$ cat config.mk
export PLATFORM = sky130hd
export DESIGN_NAME = alu_issue_stage
export DESIGN_NICKNAME = d
export VERILOG_FILES = /design/src/rtl/alu_issue_stage.sv
export SDC_FILE = /design/constraint.sdc
export NUM_CORES = 1
export LEC_CHECK = 0
export ABC_AREA = 1
export CELL_PAD_IN_SITES_DETAIL_PLACEMENT = 1
export CELL_PAD_IN_SITES_GLOBAL_PLACEMENT = 2
export CORE_ASPECT_RATIO = 0.9
export CORE_UTILIZATION = 27
export DETAILED_ROUTE_END_ITERATION = 16
export PLACE_DENSITY = 0.84
export SYNTH_ARGS = -nofsm -noshare
export SYNTH_HDL_FRONTEND = slang
export SYNTH_SLANG_ARGS = --single-unit
$ cat constraint.sdc
create_clock -name i_clk -period 1.96 [get_ports i_clk]
set_input_delay 0.392 -clock i_clk [delete_from_list [all_inputs] [get_ports i_clk]]
set_output_delay 0.392 -clock i_clk [all_outputs]
set_load 0.02 [all_outputs]
$ cat src/rtl/alu_issue_stage.sv
`default_nettype none
// ============================================================================
// Module   : alu_issue_stage
// Purpose  : ID/EX issue register that decodes MIPS instructions into ALU ops/operands.
// Revision : 1.0 - initial release
// ============================================================================
module alu_issue_stage (
    input  logic        i_clk,
    input  logic        i_rst_n,
    input  logic        i_valid,
    input  logic [31:0] i_instr,
    input  logic [31:0] i_rs_data,
    input  logic [31:0] i_rt_data,
    input  logic        i_stall,
    input  logic        i_flush,
    output logic        o_valid,
    output logic [31:0] o_srcA,
    output logic [31:0] o_srcB,
    output logic [5:0]  o_ALUOp,
    output logic [4:0]  o_rd,
    output logic        o_regwrite,
    output logic        o_illegal
);

    localparam logic [5:0] c_ALU_NOP   = 6'd0;
    localparam logic [5:0] c_ALU_ADD   = 6'd1;
    localparam logic [5:0] c_ALU_SUB   = 6'd2;
    localparam logic [5:0] c_ALU_AND   = 6'd3;
    localparam logic [5:0] c_ALU_OR    = 6'd4;
    localparam logic [5:0] c_ALU_XOR   = 6'd5;
    localparam logic [5:0] c_ALU_NOR   = 6'd6;
    localparam logic [5:0] c_ALU_SRL   = 6'd7;
    localparam logic [5:0] c_ALU_SRA   = 6'd8;
    localparam logic [5:0] c_ALU_SLL   = 6'd9;
    localparam logic [5:0] c_ALU_SLL16 = 6'd10;

    logic [5:0]  w_op;
    logic [5:0]  w_funct;
    logic [4:0]  w_shamt;
    logic [4:0]  w_rt_idx;
    logic [4:0]  w_rd_idx;
    logic [31:0] w_sext;
    logic [31:0] w_zext;

    assign w_op     = i_instr[31:26];
    assign w_funct  = i_instr[5:0];
    assign w_shamt  = i_instr[10:6];
    assign w_rt_idx = i_instr[20:16];
    assign w_rd_idx = i_instr[15:11];
    assign w_sext   = {{16{i_instr[15]}}, i_instr[15:0]};
    assign w_zext   = {16'b0, i_instr[15:0]};

    logic [5:0]  w_aluop;
    logic [31:0] w_srca;
    logic [31:0] w_srcb;
    logic [4:0]  w_rd;
    logic        w_wr;
    logic        w_illegal;

    always_comb begin
        w_aluop   = c_ALU_NOP;
        w_srca    = '0;
        w_srcb    = '0;
        w_rd      = '0;
        w_wr      = 1'b0;
        w_illegal = 1'b0;
        if (w_op == 6'h00) begin
            w_rd = w_rd_idx;
            w_wr = 1'b1;
            case (w_funct)
                6'h20, 6'h21: begin w_aluop = c_ALU_ADD; w_srca = i_rs_data; w_srcb = i_rt_data; end
                6'h22, 6'h23: begin w_aluop = c_ALU_SUB; w_srca = i_rs_data; w_srcb = i_rt_data; end
                6'h24: begin w_aluop = c_ALU_AND; w_srca = i_rs_data; w_srcb = i_rt_data; end
                6'h25: begin w_aluop = c_ALU_OR;  w_srca = i_rs_data; w_srcb = i_rt_data; end
                6'h26: begin w_aluop = c_ALU_XOR; w_srca = i_rs_data; w_srcb = i_rt_data; end
                6'h27: begin w_aluop = c_ALU_NOR; w_srca = i_rs_data; w_srcb = i_rt_data; end
                // Shifts operate on rt; the amount comes from shamt or rs[4:0]
                6'h00: begin w_aluop = c_ALU_SLL; w_srca = i_rt_data; w_srcb = {27'b0, w_shamt}; end
                6'h02: begin w_aluop = c_ALU_SRL; w_srca = i_rt_data; w_srcb = {27'b0, w_shamt}; end
                6'h03: begin w_aluop = c_ALU_SRA; w_srca = i_rt_data; w_srcb = {27'b0, w_shamt}; end
                6'h04: begin w_aluop = c_ALU_SLL; w_srca = i_rt_data; w_srcb = {27'b0, i_rs_data[4:0]}; end
                6'h06: begin w_aluop = c_ALU_SRL; w_srca = i_rt_data; w_srcb = {27'b0, i_rs_data[4:0]}; end
                6'h07: begin w_aluop = c_ALU_SRA; w_srca = i_rt_data; w_srcb = {27'b0, i_rs_data[4:0]}; end
                default: begin w_illegal = 1'b1; w_rd = '0; w_wr = 1'b0; end
            endcase
        end else begin
            w_srca = i_rs_data;
            w_rd   = w_rt_idx;
            w_wr   = 1'b1;
            case (w_op)
                6'h08, 6'h09, 6'h23: begin w_aluop = c_ALU_ADD; w_srcb = w_sext; end
                6'h0C: begin w_aluop = c_ALU_AND; w_srcb = w_zext; end
                6'h0D: begin w_aluop = c_ALU_OR;  w_srcb = w_zext; end
                6'h0E: begin w_aluop = c_ALU_XOR; w_srcb = w_zext; end
                6'h0F: begin w_aluop = c_ALU_SLL16; w_srca = '0; w_srcb = w_zext; end
                6'h2B: begin w_aluop = c_ALU_ADD; w_srcb = w_sext; w_rd = '0; w_wr = 1'b0; end
                6'h04, 6'h05: begin
                    w_aluop = c_ALU_SUB;
                    w_srcb  = i_rt_data;
                    w_rd    = '0;
                    w_wr    = 1'b0;
                end
                default: begin
                    w_illegal = 1'b1;
                    w_srca    = '0;
                    w_rd      = '0;
                    w_wr      = 1'b0;
                end
            endcase
        end
    end

    logic r_valid;
    logic [31:0] r_srca;
    logic [31:0] r_srcb;
    logic [5:0]  r_aluop;
    logic [4:0]  r_rd;
    logic        r_regwrite;
    logic        r_illegal;

    // An invalid slot loads an all-zero payload so downstream sees a clean bubble
    always_ff @(posedge i_clk or negedge i_rst_n) begin
        if (!i_rst_n) begin
            r_valid    <= 1'b0;
            r_srca     <= '0;
            r_srcb     <= '0;
            r_aluop    <= '0;
            r_rd       <= '0;
            r_regwrite <= 1'b0;
            r_illegal  <= 1'b0;
        end else if (i_flush) begin
            r_valid    <= 1'b0;
            r_srca     <= '0;
            r_srcb     <= '0;
            r_aluop    <= '0;
            r_rd       <= '0;
            r_regwrite <= 1'b0;
            r_illegal  <= 1'b0;
        end else if (!i_stall) begin
            r_valid    <= i_valid;
            r_srca     <= i_valid ? w_srca : 32'b0;
            r_srcb     <= i_valid ? w_srcb : 32'b0;
            r_aluop    <= i_valid ? w_aluop : c_ALU_NOP;
            r_rd       <= i_valid ? w_rd : 5'b0;
            r_regwrite <= i_valid && w_wr && (w_rd != 5'd0);
            r_illegal  <= i_valid && w_illegal;
        end
    end

    assign o_valid    = r_valid;
    assign o_srcA     = r_srca;
    assign o_srcB     = r_srcb;
    assign o_ALUOp    = r_aluop;
    assign o_rd       = r_rd;
    assign o_regwrite = r_regwrite;
    assign o_illegal  = r_illegal;

endmodule
`default_nettype wire

==> impl_metrics.csv, run 1 <==
group,metric,value,unit
status,status,"finished, final reports clean",
floorplanning,core,18300,um^2
critical_path,crit_top_cell,"nor2_4",
synthesis,synth_cell_type_count,41,
critical_path,required,2.20,ns
detailed_routing,remaining_drc_errors,0,
clock_tree,cts_sinks,76,
sta,drv_slew,0,
place,globalplace.congestion,0.846,
cells_and_area,nFillCells,2225,
run,cap_viol_max_count,0,
clock_tree,h-tree-depth,3,
place,hpwl,15600,um
sta,period_share,0.946,
synthesis,synthArstFlopShare,1.00,
floorplanning,die_h,132,um
clock_tree,holdBufCountCts,0,
synthesis,yosysSeqAreaShare,0.377,
clock_tree,numCtsBuffers,9,
critical_path,crit_path_end_kind,"register",
floorplanning,rows,47,
min_path,hp-class,"input port to asynchronous set/reset pin",
power,power,4.01,mW
grt,grt_pass1_vias,5786,
critical_path,path_cells,"clkdlybuf4s50_1 > nand2_1 > inv_2 > and3_4 > nor2_4 > nand2_4 > nor2_4 > o21ai_4 > clkbuf_16 > a21oi_2 > o21ai_2",
critical_path,rrSetupSlack,1.23,ns
synthesis,yosysTopAreaCell,"dfrtp_1",
synthesis,synth_cells,661,
place,dpl.cell_count,1107,
critical_path,critical_path_class,"input port to register",
floorplanning,die_width,146,um
floorplanning,io_pins,179,
synthesis,syn_avg_cell_area,7.62,um^2
clock_tree,cts_tree,"built",
place,port_buffers,171,
synthesis,mappedNetlistArea,5040,um^2
critical_path,arrival,2.09,ns
critical_path,crit_path_max_fanout,7,
critical_path,path_buf_inv,3,
detailed_routing,ant_nets,0,
cells_and_area,fin_cells,1125,
power,power_density,507,nW/um^2
clock_tree,cts.path.max_buffers,2,
sta,clock_skew,0,ns
sta,tns,0,ns
detailed_routing,routed_via_density,4.94,
sta,final.min_clock_period,1.85,ns
critical_path,cpPeakStageDelay,0.45,ns
detailed_routing,drt_first_pass_iters,4,
sta,hold_ws,0.0758,ns
synthesis,yosys-top-cells-area,"dfrtp_1 (38%), nand2_1 (18%), a21oi_2 (5.2%)",
cells_and_area,antennaDiodeCount,0,
synthesis,yosys-top-cells-count,"nand2_1 (235), dfrtp_1 (76), inv_1 (39), o21ai_0 (37), nand3_1 (34)",
sta,max_freq,0.540,GHz
synthesis,synth_edf_count,0,
cells_and_area,drive_above_1_share,0.210,
synthesis,yosysWarnings,0,
critical_path,worst_path_max_delay_cell,"clkdlybuf4s50_1",
grt,grt_max_degree,77,
cells_and_area,syn2layout_area_growth,57.0,%
floorplanning,start_util,0.275,
detailed_routing,wire_per_inst,18.6,um
power,p_leak,3.63,nW
detailed_routing,routed-via-count,5552,
detailed_routing,wirelength,20900,um
grt,grt_pass1_wl,32500,um
clock_tree,cts_setup_buffers,0,
grt,antenna_found_initial,0,
synthesis,yosysMostFrequentCell,"nand2_1",
sta,setup_viol,0,
cells_and_area,utilization,0.431,
grt,grt_use_total,0.219,
clock_tree,clk_pin_slew,0.06,ns
critical_path,path_delay_family,"buffers and inverters",
sta,rsz0062_at_grt,"false",
floorplanning,dieArea,19200,um^2
critical_path,crit_path_start_kind,"input port",
synthesis,synth_ff_type,"dfrtp_1",
sta,hold_viol_final,0,
clock_tree,clock_latency,0.34,ns
clock_tree,root_buffer,"clkbuf_16",
cells_and_area,nets,977,
synthesis,synth-seq-cells,76,
synthesis,yosys.area.top_type_share,0.377,
grt,grt-ovfl-total,0,
detailed_routing,first_iter_violations,255,
power,ir_drop,0.382,mV
[timing repair]
| action | CTS | global route |
|---|---|---|
| resized for setup | 2 | 22 |
| endpoints found under the setup margin | 5 | 59 |
| gates cloned | 0 | 3 |
| pin swaps | 0 | 4 |
[through the flow]
step | setup slack [ns] | cell area (um^2)
finish | 0.107 | 7910
global route | 0.0531 | 7910
CTS | 0.000917 | 7770
detailed placement | -0.434 | 7500
global placement | -0.361 | 7500
floorplan | 0.386 | 5040
[logic make-up (layout without fill, tap and decap cells)]
logic type,Yosys count,count (layout),synth area share
DFF,76,76,0.377
buffers and inverters,88,306,0.0916
other,1,2,0.000744
AOI/OAI and AO/OA,176,176,0.250
and+or+nand+nor,320,320,0.281
[sequential cells by signal (all words and copies together) (netlist names)]
name	cells
o_regwrite	1
o_srcB	32
o_ALUOp	4
o_valid	1
o_srcA	32
o_illegal	1
o_rd	5
[final timing paths]
check,start,end,depth (start not counted)
worst max-delay path,i_instr[26],o_srcA[1],11
worst min-delay path,i_rst_n,o_srcA[23],2
worst max register to register,o_rd[3],o_rd[3],1
worst min register to register,o_srcA[1],o_srcA[1],2
max in group asynchronous,i_rst_n,o_srcA[31],2
min in group i_clk,o_srcA[1],o_srcA[1],2
[final cells by class]
cell class / count / area, um^2 / area share
Clock buffer: 9 / 225 / 0.0285
Clock inverter: 6 / 40.0 / 0.00506
Inverter: 44 / 168 / 0.0212
Multi-Input combinational cell: 498 / 2730 / 0.346
Sequential cell: 76 / 1900 / 0.240
Tap cell: 245 / 307 / 0.0388
Timing Repair Buffer: 247 / 2530 / 0.321
[cells in the final DEF, fill, tap and decap left out, drive strengths merged]
cell type,count
nand2,245
clkdlybuf4s50,159
o21ai,79
dfrtp,76
buf,74
inv,44
a21oi,42
nand3,38
nor2,26
o211ai,22
o2111ai,16
clkbuf,12
dlymetal6s2s,11
a22o,9
a22oi,5
nand4,5
clkinv,5
nor3,4
conb,2
and3,1
a31oi,1
nor4,1
a32o,1
o221a,1
clkinvlp,1
[routing by layer]
layer / share of wire / vias up / track usage
li1: - / 2652 / -
met1: 0.47 / 2731 / 0.302
met2: 0.46 / 142 / 0.350
met3: 0.044 / 27 / 0.0354
met4: 0.024 / 0 / 0.0694
met5: 0 / - / 0
[where the power goes]
part / total (mW) / switching [mW] / internal (mW)
combinational: 0.848 / 0.446 / 0.402
sequential: 1.60 / 0.0108 / 1.59
clock: 1.57 / 0.715 / 0.851
total: 4.01 / 1.17 / 2.84
Power figures use the tool's default switching activity.
==> inputs of run 2 (changes only) <==
Settings changed: GPL_ROUTABILITY_DRIVEN set to 1.
==> results of run 2 <==
Final layout, timing and power as in run 1 (identical DEF).
==> inputs of run 3 (changes only) <==
Settings changed: CAP_MARGIN set to 5, MAX_ROUTING_LAYER set to met4.
==> run 3 against run 2 <==
Effect of this change:
- clock skew stayed put
- clock-buffer cell count grew 4
- global-route usage grew 0.36 points
- clock power increased by 11%
- register-to-register slack hardly changed
- critical path depth stayed put
- sequential power barely moved
==> impl_metrics.csv, run 3 (synthesis gave the netlist of run 1 again) <==
group,metric,value,unit
critical_path,worstRegToRegCells,1,
min_path,hp-class,"input port to asynchronous set/reset pin",
grt,grt_max_degree,77,
critical_path,crit_path_max_fanout,17,
floorplanning,die_width,146,um
power,power_density,531,nW/um^2
status,status,"finished, final reports clean",
critical_path,cpPeakStageDelay,0.52,ns
sta,drv_slew,0,
cells_and_area,drive_above_1_share,0.206,
sta,clock_skew,0,ns
critical_path,required,2.22,ns
cells_and_area,nFillCells,2217,
detailed_routing,wire_per_inst,18.2,um
detailed_routing,routed-via-count,5515,
grt,grt_pass1_wl,32400,um
place,port_buffers,171,
sta,fin_ws,0.0875,ns
detailed_routing,ant_nets,0,
clock_tree,root_buffer,"clkbuf_16",
power,p_leak,3.58,nW
critical_path,worst_path_max_delay_cell,"clkdlybuf4s50_1",
run,cap_viol_max_count,0,
sta,hold_ws,0.0696,ns
critical_path,path_cells,"clkdlybuf4s50_1 > inv_1 > nor2_2 > and3_4 > nor2_4 > nand2_4 > nor2_4 > o21ai_4 > buf_12 > a21oi_1 > o21ai_1",
grt,grt_pass1_vias,5848,
sta,final.min_clock_period,1.87,ns
grt,grt_use_total,0.223,
place,dp_slack,-0.463,ns
floorplanning,core,18300,um^2
critical_path,rr_startpoint,"o_rd[1]",
detailed_routing,first_iter_violations,254,
clock_tree,clock_latency,0.34,ns
cells_and_area,final_common_cell,"nand2_1",
clock_tree,numCtsBuffers,9,
cells_and_area,syn2layout_area_growth,55.4,%
grt,grt-ovfl-total,0,
grt,antenna_found_initial,0,
place,hpwl,15500,um
sta,period_share,0.955,
sta,hold_viol_final,0,
sta,setup_viol,0,
sta,tns,0,ns
clock_tree,h-tree-depth,3,
floorplanning,dieArea,19200,um^2
cells_and_area,layout_common_cells,"nand2_1 (234), clkdlybuf4s50_1 (162), dfrtp_1 (76)",
sta,rsz0062_at_grt,"false",
critical_path,rrSetupSlack,1.23,ns
floorplanning,io_pins,179,
critical_path,critical_path_class,"input port to register",
place,placed_area,7480,um^2
clock_tree,cts_sinks,76,
sta,max_freq,0.534,GHz
place,globalplace.congestion,0.865,
clock_tree,cts.path.max_buffers,2,
critical_path,crit_top_cell,"nor2_4",
cells_and_area,antennaDiodeCount,0,
floorplanning,die_h,132,um
clock_tree,cts_tree,"built",
critical_path,arrival,2.13,ns
power,ir_drop,0.409,mV
clock_tree,clk_pin_slew,0.06,ns
detailed_routing,routed_via_density,4.90,
clock_tree,holdBufCountCts,0,
floorplanning,start_util,0.275,
detailed_routing,wirelength,20500,um
cells_and_area,design_area,7830,um^2
floorplanning,rows,47,
detailed_routing,remaining_drc_errors,0,
critical_path,crit_path_start_kind,"input port",
critical_path,crit_path_end_kind,"register",
detailed_routing,drt_first_pass_iters,4,
critical_path,rr_endpoint,"o_rd[1]",
cells_and_area,nets,976,
[run 3: worst max-delay path, delay by kind of cell]
kind | cells | cell delay (ns)
buffers and inverters | 3 | 0.80
AND/OR/NAND/NOR | 5 | 0.60
AO/OA/AOI/OAI | 3 | 0.35
[run 3: how the worst max path moves through the flow]
stage / startpoint / depth (start not counted) / end / slack, ns
after floorplan: i_instr[31] / 10 / o_srcA[1] / 0.39
after global placement: i_instr[2] / 10 / o_srcB[11] / -0.36
after detailed placement: i_instr[3] / 9 / o_srcB[14] / -0.46
after CTS: i_instr[3] / 10 / o_srcA[3] / 0.004
after global routing: i_instr[27] / 11 / o_srcA[29] / 0.03
final: i_instr[29] / 11 / o_srcA[31] / 0.09
[run 3: where the power goes]
part / switching [mW] / leakage, nW / internal [mW]
clock network: 0.683 / 0.142 / 1.06
logic: 0.435 / 2.38 / 0.384
registers: 0.0116 / 1.06 / 1.59
total: 1.13 / 3.58 / 3.03
[run 3: metal layers]
layer / GRT usage / vias to the layer above / part of all wire
li1: - / 2652 / -
met1: 0.295 / 2706 / 0.47
met2: 0.357 / 139 / 0.47
met3: 0.0361 / 18 / 0.042
met4: 0.0509 / 0 / 0.014
met5: - / - / 0
[run 3: per-stage QoR]
stage | util | total power [mW] | std cells
global placement | 0.408 | 2.43 | 1108
global route | 0.427 | 4.32 | 1125
finish | 0.427 | 4.16 | 1125
CTS | 0.425 | 4.21 | 1124
detailed placement | 0.408 | 2.44 | 1108
floorplan | - | 1.94 | 662
[run 3: cell type report]
type                       instances  area (um^2)  area share
timing repair buffer             246         2440       0.312
inverter                          44          168      0.0214
clock buffer                      13          260      0.0332
clock inverter                     3         45.0     0.00575
tap                              245          307      0.0391
multi-input combinational        498         2710       0.346
sequential                        76         1900       0.243
[run 3: repair_timing]
item / in CTS / in global routing
pin swaps: 0 / 2
setup endpoints to repair: 21 / 56
gates cloned: 0 / 0
resized for setup: 3 / 13
buffers inserted: 0 / 1
